--- src/rtl/float_mult_pkg.sv ---
// Shared types and constants for the float_mult input path.
//   fetch_state_t  : read-side scheduler state (IDLE, FETCH, DRAIN)
//   WORDS_PER_LINE : 64-bit words per 512-bit host line
//   LINE_BYTES     : bytes per host line
//   WORD_IDX_W     : bits needed to index a word within a line
package float_mult_pkg;

    typedef enum logic [1:0] {
        IDLE  = 2'd0,
        FETCH = 2'd1,
        DRAIN = 2'd2
    } fetch_state_t;

    localparam int WORDS_PER_LINE = 8;
    localparam int LINE_BYTES     = 64;
    localparam int WORD_IDX_W     = $clog2(WORDS_PER_LINE);

endpackage

--- src/rtl/word_skid2.sv ---
// Two-entry 64-bit skid FIFO between the unpacking buffer read port and the
// multiplier stream. The write side has no ready: the scheduler only pops the
// unpacking buffer when it knows a slot will be free when the word lands.
// Ports:
//   clk, rst      clock, asynchronous active-high reset
//   i_in_valid    word arriving this cycle (buffer dout one cycle after pop)
//   i_in_data     arriving word
//   o_out_valid   head entry present
//   o_out_data    head entry
//   i_out_ready   consumer takes head when o_out_valid && i_out_ready
//   o_occ         entries held (0..2)
module word_skid2 (
    input  logic        clk,
    input  logic        rst,
    input  logic        i_in_valid,
    input  logic [63:0] i_in_data,
    output logic        o_out_valid,
    output logic [63:0] o_out_data,
    input  logic        i_out_ready,
    output logic [1:0]  o_occ
);

    logic [63:0] r_data0;   // head
    logic [63:0] r_data1;   // second entry
    logic [1:0]  r_occ;
    logic        w_push;
    logic        w_pop;

    assign w_push      = i_in_valid;
    assign w_pop       = o_out_valid && i_out_ready;
    assign o_out_valid = (r_occ != 2'd0);
    assign o_out_data  = r_data0;
    assign o_occ       = r_occ;

    always_ff @(posedge clk or posedge rst) begin
        if (rst) begin
            r_data0 <= '0;
            r_data1 <= '0;
            r_occ   <= 2'd0;
        end else begin
            unique case ({w_push, w_pop})
                2'b10: begin
                    if (r_occ == 2'd0) begin
                        r_data0 <= i_in_data;
                        r_occ   <= 2'd1;
                    end else if (r_occ == 2'd1) begin
                        r_data1 <= i_in_data;
                        r_occ   <= 2'd2;
                    end
                end
                2'b01: begin
                    r_data0 <= r_data1;
                    r_occ   <= r_occ - 2'd1;
                end
                2'b11: begin
                    // Occupancy unchanged; the new word goes behind whatever remains.
                    if (r_occ == 2'd1) begin
                        r_data0 <= i_in_data;
                    end else begin
                        r_data0 <= r_data1;
                        r_data1 <= i_in_data;
                    end
                end
                default: begin
                end
            endcase
        end
    end

endmodule

--- src/rtl/line_fetch_sched.sv ---
// Read-side scheduler for the float_mult input path. Issues line read requests
// to the host memory interface, steers read responses into the 512->64
// unpacking buffer, and drains that buffer as a 64-bit stream. A credit
// counter bounds lines in flight plus lines resident in the buffer.
//
// Handshakes: a word transfers on o_word_valid && i_word_ready; valid never
// depends on ready. Read requests have no ready: o_rd_req_valid high is an
// issue, and it is never raised while i_rd_req_almfull is high.
//
// Ports:
//   clk, rst           clock, asynchronous active-high reset
//   i_start            job start pulse, honoured only in IDLE
//   i_base_addr        first line address (sampled on accepted start)
//   i_num_lines        job length in lines (0 = empty job)
//   o_busy             job in progress
//   o_done             pulse the cycle after the last word is accepted
//   o_rd_req_valid     line read request issued this cycle
//   o_rd_req_addr      line read address
//   i_rd_req_almfull   memory interface back-pressure
//   i_rd_rsp_valid     512-bit response arriving this cycle
//   o_buf_wr_en        unpacking buffer write enable
//   o_buf_rd_en        unpacking buffer 64-bit pop
//   i_buf_empty        unpacking buffer empty
//   i_buf_dout         buffer word, valid one cycle after o_buf_rd_en
//   o_word_valid       output word valid
//   o_word_data        output word
//   i_word_ready       downstream ready
//   o_state            current scheduler state (debug)
module line_fetch_sched
    import float_mult_pkg::*;
#(
    parameter int ADDR_W      = 42,
    parameter int LEN_W       = 20,
    parameter int MAX_CREDITS = 128
) (
    input  logic              clk,
    input  logic              rst,
    input  logic              i_start,
    input  logic [ADDR_W-1:0] i_base_addr,
    input  logic [LEN_W-1:0]  i_num_lines,
    output logic              o_busy,
    output logic              o_done,
    output logic              o_rd_req_valid,
    output logic [ADDR_W-1:0] o_rd_req_addr,
    input  logic              i_rd_req_almfull,
    input  logic              i_rd_rsp_valid,
    output logic              o_buf_wr_en,
    output logic              o_buf_rd_en,
    input  logic              i_buf_empty,
    input  logic [63:0]       i_buf_dout,
    output logic              o_word_valid,
    output logic [63:0]       o_word_data,
    input  logic              i_word_ready,
    output fetch_state_t      o_state
);

    localparam int CRED_W = $clog2(MAX_CREDITS + 1);
    localparam int WCNT_W = LEN_W + WORD_IDX_W;

    fetch_state_t      r_state;
    fetch_state_t      w_state_next;
    logic [ADDR_W-1:0] r_addr;
    logic [LEN_W-1:0]  r_num_lines;
    logic [LEN_W-1:0]  r_req_cnt;
    logic [CRED_W-1:0] r_credits;
    logic [WCNT_W-1:0] r_popped;
    logic [WCNT_W-1:0] r_accepted;
    logic              r_inflight;   // buffer word lands in the skid this cycle
    logic              r_done;

    logic              w_start_ok;
    logic              w_issue;
    logic              w_last_req;
    logic              w_accept;
    logic              w_last_word;
    logic              w_return;
    logic [WCNT_W-1:0] w_total;
    logic [1:0]        w_occ;
    logic [2:0]        w_fill;

    assign w_start_ok = (r_state == IDLE) && i_start;
    assign w_total    = {r_num_lines, {WORD_IDX_W{1'b0}}};
    assign w_issue    = (r_state == FETCH) && !i_rd_req_almfull && (r_credits != '0);
    assign w_last_req = w_issue && (({1'b0, r_req_cnt} + 1'b1) == {1'b0, r_num_lines});
    assign w_accept   = o_word_valid && i_word_ready;
    assign w_last_word = w_accept && (r_state == DRAIN) && (r_accepted == (w_total - 1'b1));

    // Skid fill one cycle from now if we do not pop: only pop when that
    // leaves a free slot for the word this pop will produce.
    assign w_fill = {1'b0, w_occ} + {2'b00, r_inflight} - {2'b00, w_accept};

    assign o_buf_rd_en = o_busy && !i_buf_empty && (r_popped < w_total) && (w_fill < 3'd2);

    // A line's credit comes back once its last word leaves the buffer.
    assign w_return = o_buf_rd_en &&
                      (r_popped[WORD_IDX_W-1:0] == WORD_IDX_W'(WORDS_PER_LINE - 1));

    assign o_busy         = (r_state != IDLE);
    assign o_done         = r_done;
    assign o_rd_req_valid = w_issue;
    assign o_rd_req_addr  = r_addr;
    assign o_buf_wr_en    = i_rd_rsp_valid && o_busy;
    assign o_state        = r_state;

    always_comb begin
        w_state_next = r_state;
        unique case (r_state)
            IDLE:    if (i_start && (i_num_lines != '0)) w_state_next = FETCH;
            FETCH:   if (w_last_req) w_state_next = DRAIN;
            DRAIN:   if (w_last_word) w_state_next = IDLE;
            default: w_state_next = IDLE;
        endcase
    end

    always_ff @(posedge clk or posedge rst) begin
        if (rst) begin
            r_state     <= IDLE;
            r_addr      <= '0;
            r_num_lines <= '0;
            r_req_cnt   <= '0;
            r_credits   <= CRED_W'(MAX_CREDITS);
            r_popped    <= '0;
            r_accepted  <= '0;
            r_inflight  <= 1'b0;
            r_done      <= 1'b0;
        end else begin
            r_state    <= w_state_next;
            r_done     <= (w_start_ok && (i_num_lines == '0)) || w_last_word;
            r_inflight <= o_buf_rd_en;

            if (w_start_ok) begin
                r_addr      <= i_base_addr;
                r_num_lines <= i_num_lines;
                r_req_cnt   <= '0;
                r_popped    <= '0;
                r_accepted  <= '0;
            end else begin
                if (w_issue) begin
                    r_addr    <= r_addr + 1'b1;
                    r_req_cnt <= r_req_cnt + 1'b1;
                end
                if (o_buf_rd_en) r_popped <= r_popped + 1'b1;
                if (w_accept)    r_accepted <= r_accepted + 1'b1;
            end

            if (w_issue && !w_return) begin
                r_credits <= r_credits - 1'b1;
            end else if (!w_issue && w_return) begin
                r_credits <= r_credits + 1'b1;
            end
        end
    end

    word_skid2 u_skid (
        .clk         (clk),
        .rst         (rst),
        .i_in_valid  (r_inflight),
        .i_in_data   (i_buf_dout),
        .o_out_valid (o_word_valid),
        .o_out_data  (o_word_data),
        .i_out_ready (i_word_ready),
        .o_occ       (w_occ)
    );

endmodule

--- config.mk ---
export PLATFORM = sky130hd
export DESIGN_NAME = line_fetch_sched
export DESIGN_NICKNAME = d
export VERILOG_FILES = /design/src/rtl/float_mult_pkg.sv /design/src/rtl/word_skid2.sv /design/src/rtl/line_fetch_sched.sv
export SDC_FILE = /design/constraint.sdc
export NUM_CORES = 1
export LEC_CHECK = 0
export ABC_AREA = 0
export CORE_AREA = 2 2 249 251
export DETAILED_ROUTE_END_ITERATION = 10
export DIE_AREA = 0 0 251 253
export GPL_ROUTABILITY_DRIVEN = 0
export GPL_TIMING_DRIVEN = 0
export SKIP_LAST_GASP = 1
export SYNTH_ARGS = -nofsm -noshare
export SYNTH_HDL_FRONTEND = slang
export SYNTH_SLANG_ARGS = --single-unit
--- constraint.sdc ---
create_clock -name clk -period 13.7 [get_ports clk]
set_clock_uncertainty 0.15 [all_clocks]
set_input_delay 2.055 -clock clk [delete_from_list [all_inputs] [get_ports clk]]
set_output_delay 2.055 -clock clk [all_outputs]
set_load 0.02 [all_outputs]
---- Yosys cells after proc, flatten, opt, wreduce, memory -nomap -nowiden ----
Cells that the tools add are included.
operators by class
  add/sub/neg operators ................... 11
  muxes and demuxes ....................... 23
  equal/unequal tests ..................... 16
  reduce and logical (&&, ||, !) cells .... 39
  magnitude comparators ................... 2
operators by type and width
  operator                                             number
  two-way mux 64 bit                                   4
  case mux 64 bit (3 select lines)                     1
  case mux 64 bit (2 select lines)                     1
  two-way mux 23 bit                                   4
  two-way mux 42 bit                                   2
  adder 23 x 1 -> 23 bit (second input constant)       2
  adder 42 x 1 -> 42 bit (second input constant)       1
  two-way mux 20 bit                                   2
  equality test 23 bit                                 1
  less-than comparator 23 bit                          1
  subtractor 23 x 1 -> 23 bit (second input constant)  1
  adder 20 x 1 -> 21 bit (second input constant)       1
  equality test 21 x 20 -> 1 bit                       1
  adder 20 x 1 -> 20 bit (second input constant)       1
  logical NOT 20 bit                                   1
  nonzero test 20 bit                                  1
  logical AND 1 bit                                    16
  two-way mux 8 bit                                    2
  nonzero test 2 bit                                   8
  two-way mux 2 bit                                    5
  adder 8 x 1 -> 8 bit (second input constant)         1
  != test 2 bit (second input constant)                4
  nonzero test 8 bit                                   1
  subtractor 8 x 1 -> 8 bit (second input constant)    1
  other kinds (17)                                     28
storage, ports and cells
  output and inout bits ................... 114
  input port bits ......................... 133
  register bits ........................... 270

---- Longest topological paths before layout ----
  depth after elaboration ................. 9
  gate-level depth with buffers ........... 25
  mapped depth without buffers ............ 22

---- Cells and area by module ----
From an unflattened synthesis, not the netlist that was laid out.
unflattened totals
  cell total of the unflattened synthesis .. 1,553
  area total of the unflattened synthesis .. 15,332.2 µm²
modules (own cells, without submodules)
  module            area an instance (µm²)  cells each  sequential area each (µm²)  times used
  line_fetch_sched  9,071.2                 1,033       3,504.6                     1
  word_skid2        6,261.0                 520         3,253.1                     1

---- Worst setup path after synthesis ----
OpenSTA, ideal clock, no wires.
  path kind ............................... input -> output
  start ................................... in i_word_ready
  end ..................................... out o_buf_rd_en
  buffers on the path ..................... 3
  path slack .............................. 6.568 ns
  data required time ...................... 11.495 ns
  cell stages on the path ................. 12
  arrival time ............................ 4.927 ns
  path through ............................ nor2b_1 -> buf_1 -> ha_1 -> nor2_1 -> fa_1 -> or3_1 -> a2111oi_0 -> o31ai_1 -> or3_1 -> clkbuf_1 -> buf_2 -> inv_2
on the way
  longest elaborated chain between the ends .. 4
RTL lines
  what                                 RTL line                RTL
  start: declaration                   line_fetch_sched.sv:53  input logic i_word_ready,
  logical AND 1 bit                    line_fetch_sched.sv:85  assign w_accept = o_word_valid && i_word_ready;
  subtractor 3 x 1 -> 3 bit            line_fetch_sched.sv:90  assign w_fill = {1'b0, w_occ} + {2'b00, r_inflight} - {2'b00, w_accept};
  less-than comparator 3 x 2 -> 1 bit  line_fetch_sched.sv:92  assign o_buf_rd_en = o_busy && !i_buf_empty && (r_popped < w_total) && (w_fill < 3'd2);
  logical AND 1 bit                    line_fetch_sched.sv:92
  end: declaration                     line_fetch_sched.sv:48  output logic o_buf_rd_en,
Every way passes these cells.

---- Final worst setup path ----
Ends and elaborated chain as after synthesis.

==> impl_metrics.json <==
{
  "finalCritPeriodShare_pct": 66.2,
  "grtUsageTotal_pct": 15.1,
  "root_buffer": "clkbuf_16",
  "cts_hold_buffers": 0,
  "hpwl_mm": 36.0,
  "viasPerCell": 4.99,
  "ys_seq_elements": 270,
  "setup_viol": 0,
  "yosys.area.top_type_share_pct": 46.5,
  "core_area_um2": 61000,
  "status": "completed",
  "cts_tree": "built",
  "worst-path-max-fanout": 12,
  "switching_share_pct": 34.4,
  "final_hold_viol_count": 0,
  "port_buffers": 246,
  "yosys_warnings": 0,
  "endpoint_kind": "output pin",
  "drive_gt1_share_pct": 8.34,
  "dieArea_um2": 63500,
  "cts_setup_buffers": 0,
  "cts_made_buffers": 36,
  "combPwrFrac_pct": 32.7,
  "min_from": "u_skid.o_out_data[33]$_DFFE_PP0P_",
  "netlist_area_um2": 14500,
  "criticalPathCategory": "input pin to output pin",
  "r2r_start": "u_skid.o_occ[1]$_DFFE_PP0P_",
  "required_ns": 11.49,
  "synth_largest_area_cell": "dfrtp_1",
  "total_power_w": 0.00314,
  "crit_start": "i_word_ready",
  "cts_max_level": 2,
  "die_h_um": 253,
  "synth_edf_count": 0,
  "wl_per_cell_um": 18.5,
  "antenna_found_initial": 3,
  "io_pins": 247,
  "grt_pass1_wl_mm": 76.1,
  "overflow": 0,
  "critPathArrivalTime_ns": 6.87,
  "ys_seq_area_share_pct": 46.7,
  "synthArstFlopShare_pct": 100,
  "diodes": 0,
  "max_slew.worst_pin.slew_ns": 1.02,
  "grt_pass1_vias": 13200,
  "clockBufferDepth": 3,
  "seqPwrFrac_pct": 37.1,
  "drtAntennaViolNets": 0,
  "endpoint": "o_buf_rd_en",
  "ir_drop_mv": 0.155,
  "p_clk_share_pct": 30.2,
  "clk_latency_ns": 0.55,
  "vias": 13100,
  "p_int_w": 0.00206,
  "reg2reg_depth": 24,
  "synth_area_per_cell_um2": 9.50,
  "nNetsFinal": 1982,
  "min_period_ns": 9.07,
  "netlist_top_cells_area": "dfrtp_1, o21ai_0, mux2_2",
  "grt_max_degree": 118,
  "drc": 0,
  "p_sw_w": 0.00108,
  "cts.sinks": 270,
  "r2r_end": "r_credits[7]$_DFFE_PP1P_",
  "syn_to_final_growth_pct": 32.4,
  "row_count": 91,
  "ys.flop_type": "dfrtp_1",
  "drt_first_pass_iters": 5,
  "synth_common_cells": "dfrtp_1, nand2_1, o21ai_0",
  "finalSetupTns_ns": 0,
  "drt_iter0_drc": 920,
  "relSlewSlack_pct": 31.9,
  "ys_types": 78,
  "max_freq_mhz": 110,
  "die_w_um": 251,
  "cts_resized": 0,
  "n_fill_cell": 6314,
  "path_clk_slew_ns": 0.06,
  "rsz0062_at_grt": "false",
  "powerDensity_nw_per_um2": 164,
  "maxCapViolCount": 0,
  "holdWs_ns": 0.328,
  "rrSetupSlack_ns": 6.85,
  "drv_slew": 0,
  "synth_fp_nets": 1696,
  "syn_inst": 1523,
  "power_leakage_nw": 7.78,
  "routed_wirelength_mm": 48.5,
  "start_util_pct": 23.7,
  "yosysMostFrequentCell": "dfrtp_1",
  "worstHoldPathType": "register to register",
  "cp-start-kind": "input pin"
}
## state kept, by name, indices dropped and copies added (netlist names)
register	count
r_credits	8
o_rd_req_addr	42
o_done	1
u_skid.o_occ	2
r_req_cnt	20
r_popped	23
r_num_lines	20
r_inflight	1
o_state	2
u_skid.o_out_data	64
u_skid.r_data1	64
r_accepted	23
## layer usage
metal  global-route usage (%)  share of wire [%]  vias up
met5                        0              0.056        -
met4                     4.03                2.3        4
met3                     5.38                8.9       75
met2                     25.2                 47      452
met1                     18.4                 41     6442
li1                         -                  -     6112
## power by group through the flow
stage | Clock (W) | Sequential [W] | Combinational (W)
2_1_floorplan | 0 | 0.00126 | 0.000511
3_3_place_gp | 0 | 0.00117 | 0.00101
3_5_place_dp | 0 | 0.00117 | 0.00104
4_1_cts | 0.000982 | 0.00117 | 0.00104
5_1_grt | 0.00101 | 0.00119 | 0.00114
6_report | 0.000949 | 0.00117 | 0.00103
## worst max-delay path, stage by stage
cell	delay, ns
clkdlybuf4s50_1	0.45
nor2b_1	0.28
buf_1	0.55
ha_1	0.35
nor2_1	0.15
fa_1	0.42
or3_1	0.37
a2111oi_0	0.39
o31ai_1	0.27
or3_1	0.39
clkbuf_1	0.18
buf_2	0.23
inv_2	0.12
clkdlybuf4s50_1	0.66
## cell type report
class	instances	area, um^2	share of cell area (%)
buffer	93	378	1.97
timing repair buffer	248	2520	13.1
sequential	270	6760	35.3
tap	790	988	5.16
inverter	46	180	0.940
clock inverter	13	166	0.868
clock buffer	50	1010	5.29
multi-input combinational	1114	7160	37.4
## worst min-delay path by stage
stage | cells past startpoint | slack [ns] | to
2_1_floorplan | 1 | 0.30 | r_popped[22]$_DFFE_PP0P_
3_3_place_gp | 2 | 0.31 | u_skid.o_out_data[11]$_DFFE_PP0P_
3_5_place_dp | 2 | 0.32 | u_skid.o_out_data[11]$_DFFE_PP0P_
4_1_cts | 2 | 0.33 | u_skid.o_out_data[11]$_DFFE_PP0P_
5_1_grt | 1 | 0.36 | u_skid.r_data1[1]$_DFFE_PP0P_
6_report | 2 | 0.33 | u_skid.o_out_data[33]$_DFFE_PP0P_
## stage by stage
stage,area [um^2],worst slack (ns),std cells,util [%]
finish,19200,4.63,2624,31.4
global route,19200,4.10,2624,31.4
CTS,19200,4.50,2624,31.4
detailed placement,18000,4.51,2561,29.5
global placement,17900,0.213,2559,29.4
floorplan,14500,4.06,1523,-
## kinds of logic (layout without fill, tap and decap cells)
family          Yosys count  in the layout  share of synthesized area [%]
xor+xnor                 89             89                           5.39
buf+inv                 139            450                           3.80
fa+ha+maj                40             40                           3.56
compound gates          395            395                           17.1
flops                   270            270                           46.7
simple gates            514            514                           17.6
mux                      76             76                           5.82
## layout by cell type (no fill, tap or decap), drive strengths merged, types with 9 or more instances in the layout
| cell | netlist | final |
|---|---|---|
| nand2 | 184 | 184 |
| nand4 | 39 | 39 |
| a31oi | 10 | 10 |
| xor2 | 40 | 40 |
| ha | 38 | 38 |
| o21ai | 185 | 185 |
| mux2 | 65 | 65 |
| nand3 | 46 | 46 |
| mux2i | 11 | 11 |
| clkinv | 0 | 9 |
| and2 | 11 | 11 |
| or3 | 21 | 21 |
| clkdlybuf4s50 | 0 | 246 |
| and4 | 10 | 10 |
| a21o | 13 | 13 |
| dfrtp | 269 | 269 |
| inv | 46 | 47 |
| nor2 | 83 | 83 |
| nor3 | 31 | 31 |
| o31ai | 13 | 13 |
| a221o | 10 | 10 |
| a22oi | 66 | 66 |
| buf | 20 | 22 |
| a21oi | 43 | 43 |
| clkbuf | 73 | 123 |
| and3 | 15 | 15 |
| nor4 | 35 | 35 |
| xnor2 | 49 | 49 |
Power figures use the tool's default switching activity.
